<file path="config.mk">
export PLATFORM = sky130hd
export DESIGN_NAME = uart_rx_os16
export DESIGN_NICKNAME = d
export VERILOG_FILES = /design/src/rtl/uart_rx_os16.sv
export SDC_FILE = /design/constraint.sdc
export NUM_CORES = 1
export LEC_CHECK = 0
export CAP_MARGIN = 20
export CORE_ASPECT_RATIO = 0.6
export CORE_MARGIN = 2
export CORE_UTILIZATION = 49
export DETAILED_ROUTE_END_ITERATION = 7
export PLACE_DENSITY = 0.73
export SLEW_MARGIN = 20
export SYNTH_ARGS = -nofsm -noshare
export SYNTH_HDL_FRONTEND = slang
export SYNTH_SLANG_ARGS = --single-unit
</file>
<file path="constraint.sdc">
create_clock -name iClk -period 1.5 [get_ports iClk]
set_input_delay 0.3 -clock iClk [delete_from_list [all_inputs] [get_ports iClk]]
set_output_delay 0.3 -clock iClk [all_outputs]
set_load 0.02 [all_outputs]
</file>
<file path="src/rtl/uart_rx_os16.sv">
// uart_rx_os16: 8N1 UART receiver driven by a 16x oversample tick.
// The line is synchronised, the start bit is confirmed at its midpoint, and
// each data/stop bit is then sampled one full bit period later (its middle).
// A good frame gives a one-cycle oRx_Done with the byte on oRx_Data; a low
// stop bit gives a one-cycle oFrame_Err instead.
module uart_rx_os16 #(
    parameter int DATA_BITS  = 8,
    parameter int OVERSAMPLE = 16,
    parameter int MID        = OVERSAMPLE / 2
) (
    input  logic                 iClk,
    input  logic                 iRst,
    input  logic                 iB_Tick,
    input  logic                 iRx,
    output logic [DATA_BITS-1:0] oRx_Data,
    output logic                 oRx_Done,
    output logic                 oFrame_Err,
    output logic                 oRx_Busy
);

    localparam int TW = $clog2(OVERSAMPLE);
    localparam int BW = $clog2(DATA_BITS) + 1;

    localparam logic [TW-1:0] TICK_MID = TW'(MID - 1);
    localparam logic [TW-1:0] TICK_END = TW'(OVERSAMPLE - 1);
    localparam logic [BW-1:0] BIT_LAST = BW'(DATA_BITS - 1);

    typedef enum logic [1:0] {IDLE, START, DATA, STOP} state_t;

    state_t               state;
    logic [TW-1:0]        tick_cnt;
    logic [BW-1:0]        bit_cnt;
    logic [DATA_BITS-1:0] shreg;
    logic                 rx_meta;
    logic                 rx_s;

    // Two-flop synchroniser; resets to the idle (high) line level so reset
    // release never looks like a start edge.
    always_ff @(posedge iClk or posedge iRst) begin
        if (iRst) begin
            rx_meta <= 1'b1;
            rx_s    <= 1'b1;
        end else begin
            rx_meta <= iRx;
            rx_s    <= rx_meta;
        end
    end

    // Receive FSM with registered data, strobes and busy (busy tracks the
    // state being entered, so it is set/cleared on each IDLE transition).
    always_ff @(posedge iClk or posedge iRst) begin
        if (iRst) begin
            state      <= IDLE;
            tick_cnt   <= '0;
            bit_cnt    <= '0;
            shreg      <= '0;
            oRx_Data   <= '0;
            oRx_Done   <= 1'b0;
            oFrame_Err <= 1'b0;
            oRx_Busy   <= 1'b0;
        end else begin
            oRx_Done   <= 1'b0;
            oFrame_Err <= 1'b0;
            case (state)
                IDLE: begin
                    // Edge detect is ungated by the tick for best alignment.
                    if (!rx_s) begin
                        state    <= START;
                        tick_cnt <= '0;
                        bit_cnt  <= '0;
                        oRx_Busy <= 1'b1;
                    end
                end
                START: begin
                    if (iB_Tick) begin
                        if (tick_cnt == TICK_MID) begin
                            tick_cnt <= '0;
                            if (!rx_s) begin
                                state <= DATA;
                            end else begin
                                // Line came back high: glitch, not a start bit.
                                state    <= IDLE;
                                oRx_Busy <= 1'b0;
                            end
                        end else begin
                            tick_cnt <= tick_cnt + 1'b1;
                        end
                    end
                end
                DATA: begin
                    if (iB_Tick) begin
                        if (tick_cnt == TICK_END) begin
                            tick_cnt <= '0;
                            shreg    <= {rx_s, shreg[DATA_BITS-1:1]};
                            if (bit_cnt == BIT_LAST) begin
                                bit_cnt <= '0;
                                state   <= STOP;
                            end else begin
                                bit_cnt <= bit_cnt + 1'b1;
                            end
                        end else begin
                            tick_cnt <= tick_cnt + 1'b1;
                        end
                    end
                end
                STOP: begin
                    if (iB_Tick) begin
                        if (tick_cnt == TICK_END) begin
                            // Leave at mid stop bit so a following start edge
                            // is caught with no idle gap.
                            tick_cnt <= '0;
                            state    <= IDLE;
                            oRx_Busy <= 1'b0;
                            if (rx_s) begin
                                oRx_Data <= shreg;
                                oRx_Done <= 1'b1;
                            end else begin
                                oFrame_Err <= 1'b1;
                            end
                        end else begin
                            tick_cnt <= tick_cnt + 1'b1;
                        end
                    end
                end
                default: begin
                    state    <= IDLE;
                    oRx_Busy <= 1'b0;
                end
            endcase
        end
    end

endmodule

</file>
== After elaboration in Yosys (flattened, before gate mapping) ==
Index checks and enable logic that the tools add are counted.
Operators by class
  add/subtract/negate cells: 2
  equal/unequal tests: 16
  mux-type cells: 35
  reduce and logical (&&, ||, !) cells: 10
Operators by type and width (number)
  $mux W4: 8
  $mux W2: 9
  $ne A2 B2 Y1 const B: 9
  $mux W1: 14
  $pmux W4 S3: 1
  $add A4 B1 Y4 const B: 2
  $eq A4 B3 Y1 const B: 2
  $pmux W2 S4: 1
  $pmux W4 S2: 1
  $reduce_and A4 Y1: 2
  $reduce_and A8 Y1: 1
  $reduce_and A7 Y1: 1
  $reduce_and A3 Y1: 2
  $eq A2 B2 Y1 const B: 2
  $eq A4 B4 Y1 const B: 1
  $pmux W1 S3: 1
  $reduce_bool A3 Y1: 1
  $eq A2 B1 Y1 const B: 1
  $logic_not A2 Y1: 1
  $ne A2 B1 Y1 const B: 1
  $reduce_bool A2 Y1: 1
  $reduce_or A2 Y1: 1
Word-level totals
  bits in registers: 31
  output and inout port bits: 11
  word-level logic and storage cells: 73

== Longest topological paths before layout ==
Gate-level depths: netlist (run 1).
  depth after elaboration: 5
  depth in mapped cells: 5

== Worst setup path before layout (run 1) ==
Ideal clock, no wire load.
  path kind: register to register
  from: register tick_cnt[0]
  to: register oRx_Data[0]
  setup time: 125 ps
  arrival: 1489 ps
  setup slack: -114 ps
  stages on the path, launching flop included: 6
  path buffers: 0
  period minus slack after synthesis: 1614 ps
  cells stage by stage: dfrtp_1 ha_1 and3_1 nand2_1 nor2_4 mux2_2
On the way
  word-level cells in the longest chain between the ends: 2
Ends and longest elaborated chain
  start: declaration: RTL line 31  | logic [TW-1:0] tick_cnt;
  start signal: assignment: RTL line 86  | tick_cnt <= tick_cnt + 1'b1;
  start signal: assignment: RTL line 102  | tick_cnt <= tick_cnt + 1'b1;
  start signal: assignment: RTL line 121  | tick_cnt <= tick_cnt + 1'b1;
  $eq A4 B4 Y1: RTL line 108  | if (tick_cnt == TICK_END) begin
  $reduce_and A4 Y1 (no line)
  end signal: assignment: RTL line 115  | oRx_Data <= shreg;
  end: declaration: RTL line 15  | output logic [DATA_BITS-1:0] oRx_Data,
Every way passes these cells.
A chain may end at the register's enable or synchronous reset.

== Final worst setup path (run 1) ==
  from: register tick_cnt[1]
  to: register oRx_Data[3]
The elaborated chain is that of the path after synthesis.

==> flow_summary.toml, run 1 <==
[die]
io_pins = 15
die_h_um = 45.3
core_sq_mm = 0.00261
die_w_um = 72.9
start_util_pct = 53.4
die_area_sq_mm = 0.00330
rows = 14

[logic_synthesis]
avgSynthCellArea_sq_um = 12.1
async_flop_share_pct = 100
synth_top_area_share_pct = 52.1
ys_seq_area_share_pct = 55.8
synth_edf_count = 0
yosysWarnings = 0
syn-cell-area_sq_mm = 0.00139
ys_types = 41
yosys.area.top_type = "dfrtp_1"
ys_ff_latch = 31
postSynthCellCount = 115
netlist_top_cells_area = "dfrtp_1 52%, mux2_2 14%, dfstp_2 3.8%, nand2_1 1.9%, ha_1 1.8%"
ys.flop_type = "dfrtp_1"
synthesis.nets = 121

[grt]
grt_util_all_layers_pct = 22.8
grt_max_degree = 32
overflow = 0
met2_usage_pct = 34.0
grt_use_met1_pct = 31.3
grt_busiest_layer = "met2"
antenna_found_initial = 0
grt_pass1_wl_mm = 5.38
grt_pass1_vias = 1136
grt_util_met3_pct = 8.04

[route]
drc = 0
drtIter0Drc = 133
num_vias = 1152
drtPass1Iterations = 4
wl_per_cell_um = 18.1
drt-total-wl_mm = 3.62
vias_per_cell = 5.76
final_antenna_net_count = 0

[clock_network]
clk_pin_slew_ns = 0.07
cts_tree = "yes"
htreeDepth = 2
clkSinkCount = 31
clkLatencyLatePin_ns = 0.29
cts_inserted_buffers = 5
clk_path_buf_depth = 2
ctsRootBufferMaster = "clkbuf_8"

[timing]
final_hold_viol_count = 0
rsz0062_at_grt = "yes"
relSlewSlack_pct = 78.1
finalClockSkew_ns = 0.0117
final-setup-viol-count = 18
max_freq_mhz = 630
period_minus_slack_ns = 1.59
worst_pin_slew_ns = 0.328
setup_ws_ns = -0.0864
setup_tns_ns = -0.710
post-route-period-util_pct = 106
whs_ns = 0.350
slew_viol_final = 0

[critical_path]
cp.required_ns = 1.66
crit_end = "oRx_Data[3]"
criticalPathCategory = "reg2reg"
cp.arrival_ns = 1.75
reg2reg_setup_slack_ns = -0.09
r2r_cells = 6
r2r-end = "oRx_Data[3]"
startpoint_type = "register"
crit_path_start = "tick_cnt[1]"
cp_max_fo = 4
end_kind = "register"
r2r_start = "tick_cnt[1]"

[power_and_ir_drop]
total_power_mw = 3.34
p_comb_share_pct = 38.2
leakagePower_nw = 1.01
clkPwrFrac_pct = 25.7
power_switching_mw = 1.11
internal_power_mw = 2.23
power.density_mw_per_mm2 = 1630
ir_drop_uv = 1240
swShare_pct = 33.2
seqPwrFrac_pct = 36.1

[place]
gp_congestion = 0.889
dp_hpwl_mm = 2.27
port_buffers = 14

[finish]
finalNetCount = 173
diodes = 0
area_growth_syn_to_layout_pct = 47.5
utilization_pct = 78.8
final_cell_mix = "28 x dfrtp_1, 28 x buf_4, 10 x dlygate4sd2_1"
drive_gt1_share_pct = 45.8

[status]
outcome = "finished with violations"
violations = "negative setup slack"

[flow_run]
drv_cap = 0

[hold_path]
min_path_type = "in2async"
## per-layer routing
| metal | up-vias | wire length [um] |
|---|---|---|
| met5 | - | 0 |
| met4 | 0 | 33 |
| met3 | 5 | 218 |
| met2 | 37 | 1680 |
| met1 | 582 | 1690 |
| li1 | 528 | - |
## logic make-up (layout without fill, tap and decap cells)
| family | Yosys count | in the layout | synth area share [%] |
|---|---|---|---|
| multiplexers | 18 | 18 | 14.5 |
| adder cells (fa/ha/maj) | 2 | 2 | 1.80 |
| buffers and inverters | 9 | 62 | 2.60 |
| flip-flops | 31 | 31 | 55.8 |
| XOR/XNOR | 1 | 1 | 0.628 |
| AO/OA/AOI/OAI | 22 | 22 | 11.3 |
| AND/OR/NAND/NOR | 32 | 32 | 13.4 |
## critical path: stages (launching register included)
cell,delay [ns]
dfrtp_1,0.41
ha_4,0.19
and3_4,0.20
nand2_4,0.07
nor2_4,0.15
buf_6,0.14
mux2_4,0.31
## repair_timing
item	4_1_cts	5_1_grt
setup buffers	6	3
gates resized for setup	14	22
setup endpoints to repair	27	23
hold buffers	0	0
gates cloned	0	0
pin swaps	3	8
## area by class of cell
cell class / count / area [sq um]
Clock buffer: 6 / 82.6
Clock inverter: 2 / 35.0
Fill cell: 133 / 554
Inverter: 5 / 18.8
Multi-Input combinational cell: 75 / 663
Sequential cell: 31 / 779
Tap cell: 32 / 40.0
Timing Repair Buffer: 49 / 437
## per-stage QoR
step	setup WS, ns	std cells	instance area, sq um
final	-0.0864	200	2060
after global routing	-0.124	200	2060
after CTS	-0.0565	197	1950
after detailed placement	-0.400	183	1800
after global placement	-0.328	183	1800
after floorplan	0.00645	115	1420
## synth_stat cells (all sizes together) (2+ instances only)
cell type	count
nand3	6
dfrtp	29
o21ai	4
dfstp	2
inv	5
buf	2
nor3	2
mux2	17
o22ai	3
and3	2
nand2	7
a21oi	2
a31oi	3
ha	2
clkbuf	2
nor2	7
## worst min path at each step
stage / slack, ns / cells past startpoint / end
floorplan: 0.30 / 0 / rx_meta
global placement: 0.35 / 0 / rx_s
detailed placement: 0.35 / 0 / rx_s
CTS: 0.36 / 3 / asynchronous set/reset pin
global route: 0.37 / 3 / oRx_Data[5]
finish: 0.35 / 3 / oRx_Data[1]
## registers in the layout (all words and copies together) (netlist names), named ones only
register    count
tick_cnt        4
rx_s            1
oFrame_Err      1
shreg           8
state           1
oRx_Data        8
oRx_Busy        1
bit_cnt         4
oRx_Done        1
rx_meta         1
## power groups by stage
stage / Combinational [mW] / Clock, mW / Sequential (mW)
2_1_floorplan: 0.605 / 0 / 1.15
3_3_place_gp: 1.05 / 0 / 1.18
3_5_place_dp: 1.10 / 0 / 1.19
4_1_cts: 1.15 / 0.866 / 1.18
5_1_grt: 1.37 / 0.904 / 1.22
6_report: 1.28 / 0.860 / 1.20
Note: power is estimated with default switching activity, not from simulation.
==> inputs of run 2 (changes only) <==
--- a/config.mk
+++ b/config.mk
@@ -8,9 +8,9 @@
 export CAP_MARGIN = 20
 export CORE_ASPECT_RATIO = 0.6
 export CORE_MARGIN = 2
-export CORE_UTILIZATION = 49
+export CORE_UTILIZATION = 40
 export DETAILED_ROUTE_END_ITERATION = 7
-export PLACE_DENSITY = 0.73
+export SKIP_CTS_REPAIR_TIMING = 1
 export SLEW_MARGIN = 20
 export SYNTH_ARGS = -nofsm -noshare
 export SYNTH_HDL_FRONTEND = slang
==> flow_summary.toml, run 2 (synthesis gave the netlist of run 1 again) <==
[status]
outcome = "finished with violations"
violations = "negative setup slack"

[power_and_ir_drop]
p_comb_share_pct = 36.5
total_power_mw = 3.23
internal_power_mw = 2.19
power.density_mw_per_mm2 = 1590
ir_drop_uv = 822
leakagePower_nw = 1.12
clkPwrFrac_pct = 26.1
seqPwrFrac_pct = 37.4
swShare_pct = 32.1
power_switching_mw = 1.04

[critical_path]
cp.required_ns = 1.66
criticalPathCategory = "reg2reg"
cp.arrival_ns = 1.71
crit_path_start = "tick_cnt[1]"
r2r_start = "tick_cnt[1]"
reg2reg_setup_slack_ns = -0.05
startpoint_type = "register"
cp_max_fo = 6
end_kind = "register"

[place]
dp_hpwl_mm = 2.14
gp_congestion = 0.830
port_buffers = 14

[die]
io_pins = 15
die_area_sq_mm = 0.00399
die_w_um = 80.2
die_h_um = 49.7
rows = 16
core_sq_mm = 0.00330
start_util_pct = 42.2

[finish]
finalNetCount = 167
diodes = 0
final_cell_mix = "27 x dfrtp_1, 25 x buf_4, 13 x mux2_2"
drive_gt1_share_pct = 41.4
final_common_cell = "dfrtp_1"
utilization_pct = 61.6
area_growth_syn_to_layout_pct = 46.0
largest_registers = "oRx_Data: 8 flops, shreg: 8 flops"

[grt]
grt_pass1_wl_mm = 5.10
grt_util_all_layers_pct = 17.3
overflow = 0
antenna_found_initial = 0
grt_pass1_vias = 1041
grt_max_degree = 25

[timing]
worst_pin_slew_ns = 0.332
post-route-period-util_pct = 103
finalClockSkew_ns = 0.00567
period_minus_slack_ns = 1.55
slew_viol_final = 0
final-setup-viol-count = 6
max_freq_mhz = 646
setup_ws_ns = -0.0490
final_hold_viol_count = 0
rsz0062_at_grt = "yes"
relSlewSlack_pct = 77.9

[clock_network]
htreeDepth = 2
ctsRootBufferMaster = "clkbuf_8"
clk_pin_slew_ns = 0.07
cts_inserted_buffers = 5
clkLatencyLatePin_ns = 0.28
clk_path_buf_depth = 2
clkSinkCount = 31
cts_tree = "yes"

[route]
drt-total-wl_mm = 2.99
drc = 0
vias_per_cell = 5.14
num_vias = 1065
drtIter0Drc = 93
drtPass1Iterations = 4
wl_per_cell_um = 14.4
final_antenna_net_count = 0

[flow_run]
drv_cap = 0

[hold_path]
min_path_type = "in2async"
-- run 2: cell count changes in the layout (fill, tap and decap cells not counted), sizes merged --
cell,delta
buf,-7
clkdlybuf4s50,-1
dlygate4sd2,-10
dlymetal6s2s,+11
nor2,+1
-- run 2: final timing paths --
check | to | depth (start not counted)
hold / removal | bit_cnt[1] | 2
hold reg to reg | rx_s | 0
setup reg to reg | oRx_Data[2] | 5
max in group asynchronous | asynchronous set/reset pin | 3
min in group iClk | rx_s | 0
setup / recovery | oRx_Data[2] | 5
-- run 2: layout make-up --
| type | instances | area (sq um) |
|---|---|---|
| repair buffers | 42 | 418 |
| clock buffers | 6 | 82.6 |
| inverters | 5 | 21.3 |
| clock inverters | 2 | 35.0 |
| flip-flops and latches | 31 | 781 |
| multi-input cells | 76 | 641 |
| fillers | 275 | 1270 |
| well taps | 45 | 56.3 |
-- run 2: metal layers --
metal	share of wire, %	track usage, %
met5	0	0
met4	0.70	5.08
met3	4.4	4.95
met2	42	22.8
met1	53	27.2
-- run 2: critical path, cell delays in order, from the launching register on --
cell     delay, ns
dfrtp_1       0.40
ha_4          0.19
and3_4        0.20
nand2_4       0.07
nor2_4        0.20
mux2_2        0.36
-- run 2: through the flow --
stage | worst slack [ns] | cells | hold WS [ns] | TNS (ns) | cell area [sq um]
after CTS | -0.113 | 203 | 0.271 | -2.25 | 1940
after floorplan | 0.00645 | 115 | 0.304 | 0 | 1420
after global routing | -0.120 | 207 | 0.313 | -0.986 | 2030
after global placement | -0.344 | 195 | 0.346 | -6.10 | 1820
final | -0.0490 | 207 | 0.267 | -0.188 | 2030
after detailed placement | -0.392 | 195 | 0.351 | -7.04 | 1820
-- run 2: power by group through the flow --
stage          Sequential [mW]  Clock, mW  Combinational [mW]
3_5_place_dp              1.20          0                1.10
4_1_cts                   1.19      0.862                1.11
6_report                  1.21      0.844                1.18
3_3_place_gp              1.19          0                1.08
2_1_floorplan             1.15          0               0.605
5_1_grt                   1.23      0.906                1.31
==> inputs of run 3 (changes only) <==
--- a/config.mk
+++ b/config.mk
@@ -7,11 +7,11 @@
 export LEC_CHECK = 0
 export CAP_MARGIN = 20
 export CORE_ASPECT_RATIO = 0.6
-export CORE_MARGIN = 2
+export CORE_MARGIN = 1
 export CORE_UTILIZATION = 40
 export DETAILED_ROUTE_END_ITERATION = 7
 export SKIP_CTS_REPAIR_TIMING = 1
-export SLEW_MARGIN = 20
+export SLEW_MARGIN = 30
 export SYNTH_ARGS = -nofsm -noshare
 export SYNTH_HDL_FRONTEND = slang
 export SYNTH_SLANG_ARGS = --single-unit
==> flow_summary.toml, run 3 (synthesis gave the netlist of run 1 again) <==
[power_and_ir_drop]
ir_drop_uv = 730
power.density_mw_per_mm2 = 1500
leakagePower_nw = 1.10
total_power_mw = 2.99

[finish]
final_area_sq_mm = 0.00200
utilization_pct = 61.0
area_growth_syn_to_layout_pct = 43.6
diodes = 0
drive_gt1_share_pct = 41.1
final-instance-count-excl-fill = 208
final_common_cell = "dfrtp_1"
finalNetCount = 168
final_cell_mix = "28 x dfrtp_1, 27 x buf_4, 13 x mux2_2"
largest_registers = "oRx_Data: 8 flops, shreg: 8 flops"

[timing]
final-setup-viol-count = 4
worst_pin_slew_ns = 0.381
period_minus_slack_ns = 1.55
setup_tns_ns = -0.147
finalClockSkew_ns = 0.00825
setup_ws_ns = -0.0475
slew_viol_final = 0
whs_ns = 0.299
rsz0062_at_grt = "yes"
post-route-period-util_pct = 103
relSlewSlack_pct = 74.6
max_freq_mhz = 646
final_hold_viol_count = 0

[place]
dp_hpwl_mm = 2.09
gp_congestion = 0.811
post_dp_cell_area_sq_mm = 0.00182
port_buffers = 14
dp_cells = 197
pre_cts_ws_ns = -0.363

[grt]
grt_util_met3_pct = 5.33
grt_util_all_layers_pct = 17.2
overflow = 0
grt_max_degree = 18
grt_pass1_wl_mm = 4.55
antenna_found_initial = 0
met2_usage_pct = 21.6
grt_busiest_layer = "met1"
grt_pass1_vias = 943
grt_use_met1_pct = 26.4

[flow_run]
drv_cap = 0

[status]
violations = "negative setup slack"
outcome = "finished with violations"

[die]
io_pins = 15
core_sq_mm = 0.00328
die_h_um = 47.7
die_area_sq_mm = 0.00373
rows = 16
start_util_pct = 42.5
die_w_um = 78.2

[route]
drtIter0Drc = 47
num_vias = 1062
drt-total-wl_mm = 3.08
drtPass1Iterations = 4
wl_per_cell_um = 14.8
final_antenna_net_count = 0
vias_per_cell = 5.11
drc = 0

[critical_path]
end_kind = "register"
path_cells = "ha_4 > and3_4 > nand2_4 > nor2_4 > mux2_2"
max_stage_delay_ns = 0.40
cp_max_fo = 5
startpoint_type = "register"
cp.required_ns = 1.66
slowest_stage = "dfrtp_1"
criticalPathCategory = "reg2reg"
cp.arrival_ns = 1.71

[clock_network]
htreeDepth = 2
clk_path_buf_depth = 2
cts_tree = "yes"
clkSinkCount = 31
ctsRootBufferMaster = "clkbuf_8"
clk_pin_slew_ns = 0.06
cts_inserted_buffers = 5
clkLatencyLatePin_ns = 0.28

[hold_path]
min_path_type = "in2async"
[run 3: cell type report]
type	count	area [sq um]
multi-input combinational	76	643
fill	258	1280
timing repair buffer	43	413
tap	45	56.3
clock inverter	1	5.00
sequential	31	779
clock buffer	7	86.3
inverter	5	18.8
[run 3: routing by layer]
| layer | part of all wire [%] | up-vias |
|---|---|---|
| met5 | 0 | - |
| met4 | 0.75 | 0 |
| met3 | 5.5 | 2 |
| met2 | 40 | 25 |
| met1 | 54 | 510 |
| li1 | - | 525 |
[run 3: worst max-delay path: cells and delay by family, from the launching register on]
| family | cells | cell delay [ns] |
|---|---|---|
| multiplexers | 1 | 0.36 |
| flip-flops | 1 | 0.40 |
| AND/OR/NAND/NOR | 3 | 0.49 |
| adder cells (fa/ha/maj) | 1 | 0.18 |
[run 3: path summary, 6_finish.rpt]
check,startpoint,end,slack [ns],cells past startpoint
max reg2reg,tick_cnt[0],oRx_Data[0],-0.05,5
min reg2reg,rx_meta,rx_s,0.36,0
min,iRst,bit_cnt[0],0.30,2
min in group iClk,rx_meta,rx_s,0.36,0
max in group asynchronous,iRst,asynchronous set/reset pin,0.73,3
max,tick_cnt[0],oRx_Data[0],-0.05,5
[run 3: where the power goes]
part / switching (mW) / internal (mW) / leakage, nW
Clock: 0.293 / 0.369 / 0.0482
Sequential: 0.178 / 0.997 / 0.395
Combinational: 0.540 / 0.617 / 0.662
Total: 1.01 / 1.98 / 1.10
==> RTL change: new RTL, settings of run 1 <==
Compare `tick_cnt` against `TICK_MID` with >= in place of ==.
--- a/src/rtl/uart_rx_os16.sv
+++ b/src/rtl/uart_rx_os16.sv
@@ -74,5 +74,5 @@
                 START: begin
                     if (iB_Tick) begin
-                        if (tick_cnt == TICK_MID) begin
+                        if (tick_cnt >= TICK_MID) begin
                             tick_cnt <= '0;
                             if (!rx_s) begin
Behaviour: no difference found for any inputs over 10 cycles, from zero or initial values and one cycle with iRst high; that may be too few to reach the edited logic, so the function may still have changed.
==> RTL change against run 1 <==
Largest power group is now sequential cells; the flow still finishes with violations (negative setup slack); worst setup slack gained 0.047 ns; via count decreased by 11%; core utilization fell by 11 points; area after synthesis increased by 1.2%; die area rose by 1.1%; sequential share of layout area is 3.2 points higher; design area shrank 7.8%; sequential cell count did not move; critical path type is now primary input to flip-flop; non-clock buffer count fell by 15; power down 15%; routed wire length is 12% lower; synthesized cell count increased by 0.87%.
==> RTL change: results (changes against run 1) <==
| Metric | Value |
|---|---|
| Result of the run | finished with violations (unchanged) |
| Violated checks | negative setup slack (unchanged) |
| Setup TNS | -0.1046 ns (was -0.7105 ns) |
| Relative max-transition margin | 78.07% (was 78.11%) |
| Leakage power figure | 0.9195 nW (was 1.013 nW) |
| Max FO, Critical Path | 5 (was 4) |
| Count of nets after finishing | 159 (was 173) |
| Iteration-0 DRC count of the detailed router | 57 (was 133) |
| Sequential cell area fraction in the yosys report | 55.19% (was 55.83%) |
| Share of final-layout standard cells stronger than drive strength 1 | 38.31% (was 45.83%) |
| Unique masters post-synth | 38 (was 41) |
| Hpwl dp | 2011 um (was 2265 um) |
| Cell Count Post-Placement | 174 (was 183) |
| Slowest stage cell on the critical path | sky130_fd_sc_hd__clkdlybuf4s50_1 (was sky130_fd_sc_hd__dfrtp_1) |
| Least setup slack across all paths after layout | -0.03923 ns (was -0.08643 ns) |
| GRT Util Overall | 22.09% (was 22.84%) |
| Vias per inst | 5.484 (was 5.760) |
| CP Launch Point | iB_Tick (was tick_cnt[1]) |
| Post-Synthesis Cells | 116 (was 115) |
| Number of setup violations in the final report | 6 (was 18) |
| Number of global-route vias before repair | 1048 (was 1136) |
| First-pass GRT wire length | 5154 um (was 5382 um) |
| Final GP Congestion | 0.8112 (was 0.8889) |
| Final non-filler cell total | 188 (was 200) |
| Max rail drop VDD | 686.1 uV (was 1239 uV) |
| Longest individual stage delay on the worst path | 0.48 ns (was 0.41 ns) |
| Critical R2R Capture | oRx_Data[7] (was oRx_Data[3]) |
| Cell types occupying the most area after synthesis | sky130_fd_sc_hd__dfrtp_1, sky130_fd_sc_hd__mux2_2, sky130_fd_sc_hd__dfstp_2 (unchanged) |
==> RTL change: changes by cell type after synthesis, moves of 2 or more <==
| cell | change |
|---|---|
| sky130_fd_sc_hd__a21oi_1 | +5 |
| sky130_fd_sc_hd__o21ai_0 | +5 |
| sky130_fd_sc_hd__nor2_1 | -3 |
| sky130_fd_sc_hd__nor2b_1 | +3 |
| sky130_fd_sc_hd__clkbuf_2 | +2 |
| sky130_fd_sc_hd__nand3_1 | -2 |
| sky130_fd_sc_hd__o22ai_1 | -2 |
==> RTL change: worst min-delay path by stage <==
stage / start / cells past startpoint / endpoint / slack (ns)
global route: rx_meta / 0 / rx_s / 0.37
CTS: iRst / 3 / bit_cnt[1] / 0.36
global placement: rx_meta / 0 / rx_s / 0.35
detailed placement: rx_meta / 0 / rx_s / 0.35
floorplan: iRx / 0 / rx_meta / 0.30
finish: iRst / 3 / bit_cnt[1] / 0.35
==> RTL change: final cells by class <==
class / instances / area, um2 / share of cell area, %
multi-input combinational: 76 / 660.6 / 34.85
tap: 34 / 42.54 / 2.244
timing repair buffer: 34 / 305.3 / 16.11
clock inverter: 3 / 20.02 / 1.056
sequential: 31 / 779.5 / 41.12
clock buffer: 5 / 68.82 / 3.630
inverter: 5 / 18.77 / 0.9901
==> RTL change: kinds of logic after synthesis <==
group | Yosys count | synth area share, %
AO/OA/AOI/OAI | 26 | 11.36
adder cells (fa/ha/maj) | 2 | 1.774
buffers and inverters | 10 | 3.017
flip-flops | 31 | 55.19
multiplexers | 18 | 14.55
AND/OR/NAND/NOR | 29 | 14.11
==> RTL change: per-layer routing <==
layer / GRT usage (%) / wire (um) / vias to the layer above
li1: - / - / 490
met1: 29.20 / 1526 / 511
met2: 33.51 / 1456 / 25
met3: 8.628 / 163 / 5
met4: 7.778 / 40 / 0
met5: 0 / 0 / -
==> RTL change: timing repair <==
action | CTS | global route
cloned | 1 | 0
setup buffers | 3 | 2
resized for setup | 23 | 2
endpoints found under the setup margin | 27 | 21
hold buffers | 0 | 0
pin swaps | 2 | 0
==> RTL change: power breakdown <==
| part | leakage (nW) | internal, mW | switching (mW) |
|---|---|---|---|
| combinational | 0.484 | 0.507 | 0.518 |
| sequential | 0.396 | 0.984 | 0.185 |
| clock | 0.0402 | 0.322 | 0.334 |
| total | 0.920 | 1.81 | 1.04 |
==> RTL change: through the flow <==
stage / setup WS (ns) / area (um2)
6_report: -0.03923 / 1896
2_1_floorplan: -0.02581 / 1424
3_3_place_gp: -0.3119 / 1708
4_1_cts: -0.01220 / 1872
3_5_place_dp: -0.3728 / 1708
5_1_grt: -0.06905 / 1896
==> RTL change: critical path, delay by kind of cell <==
family                 cells  cell delay (ns)
buffers and inverters      2             0.63
AND/OR/NAND/NOR            3             0.45
multiplexers               1             0.32
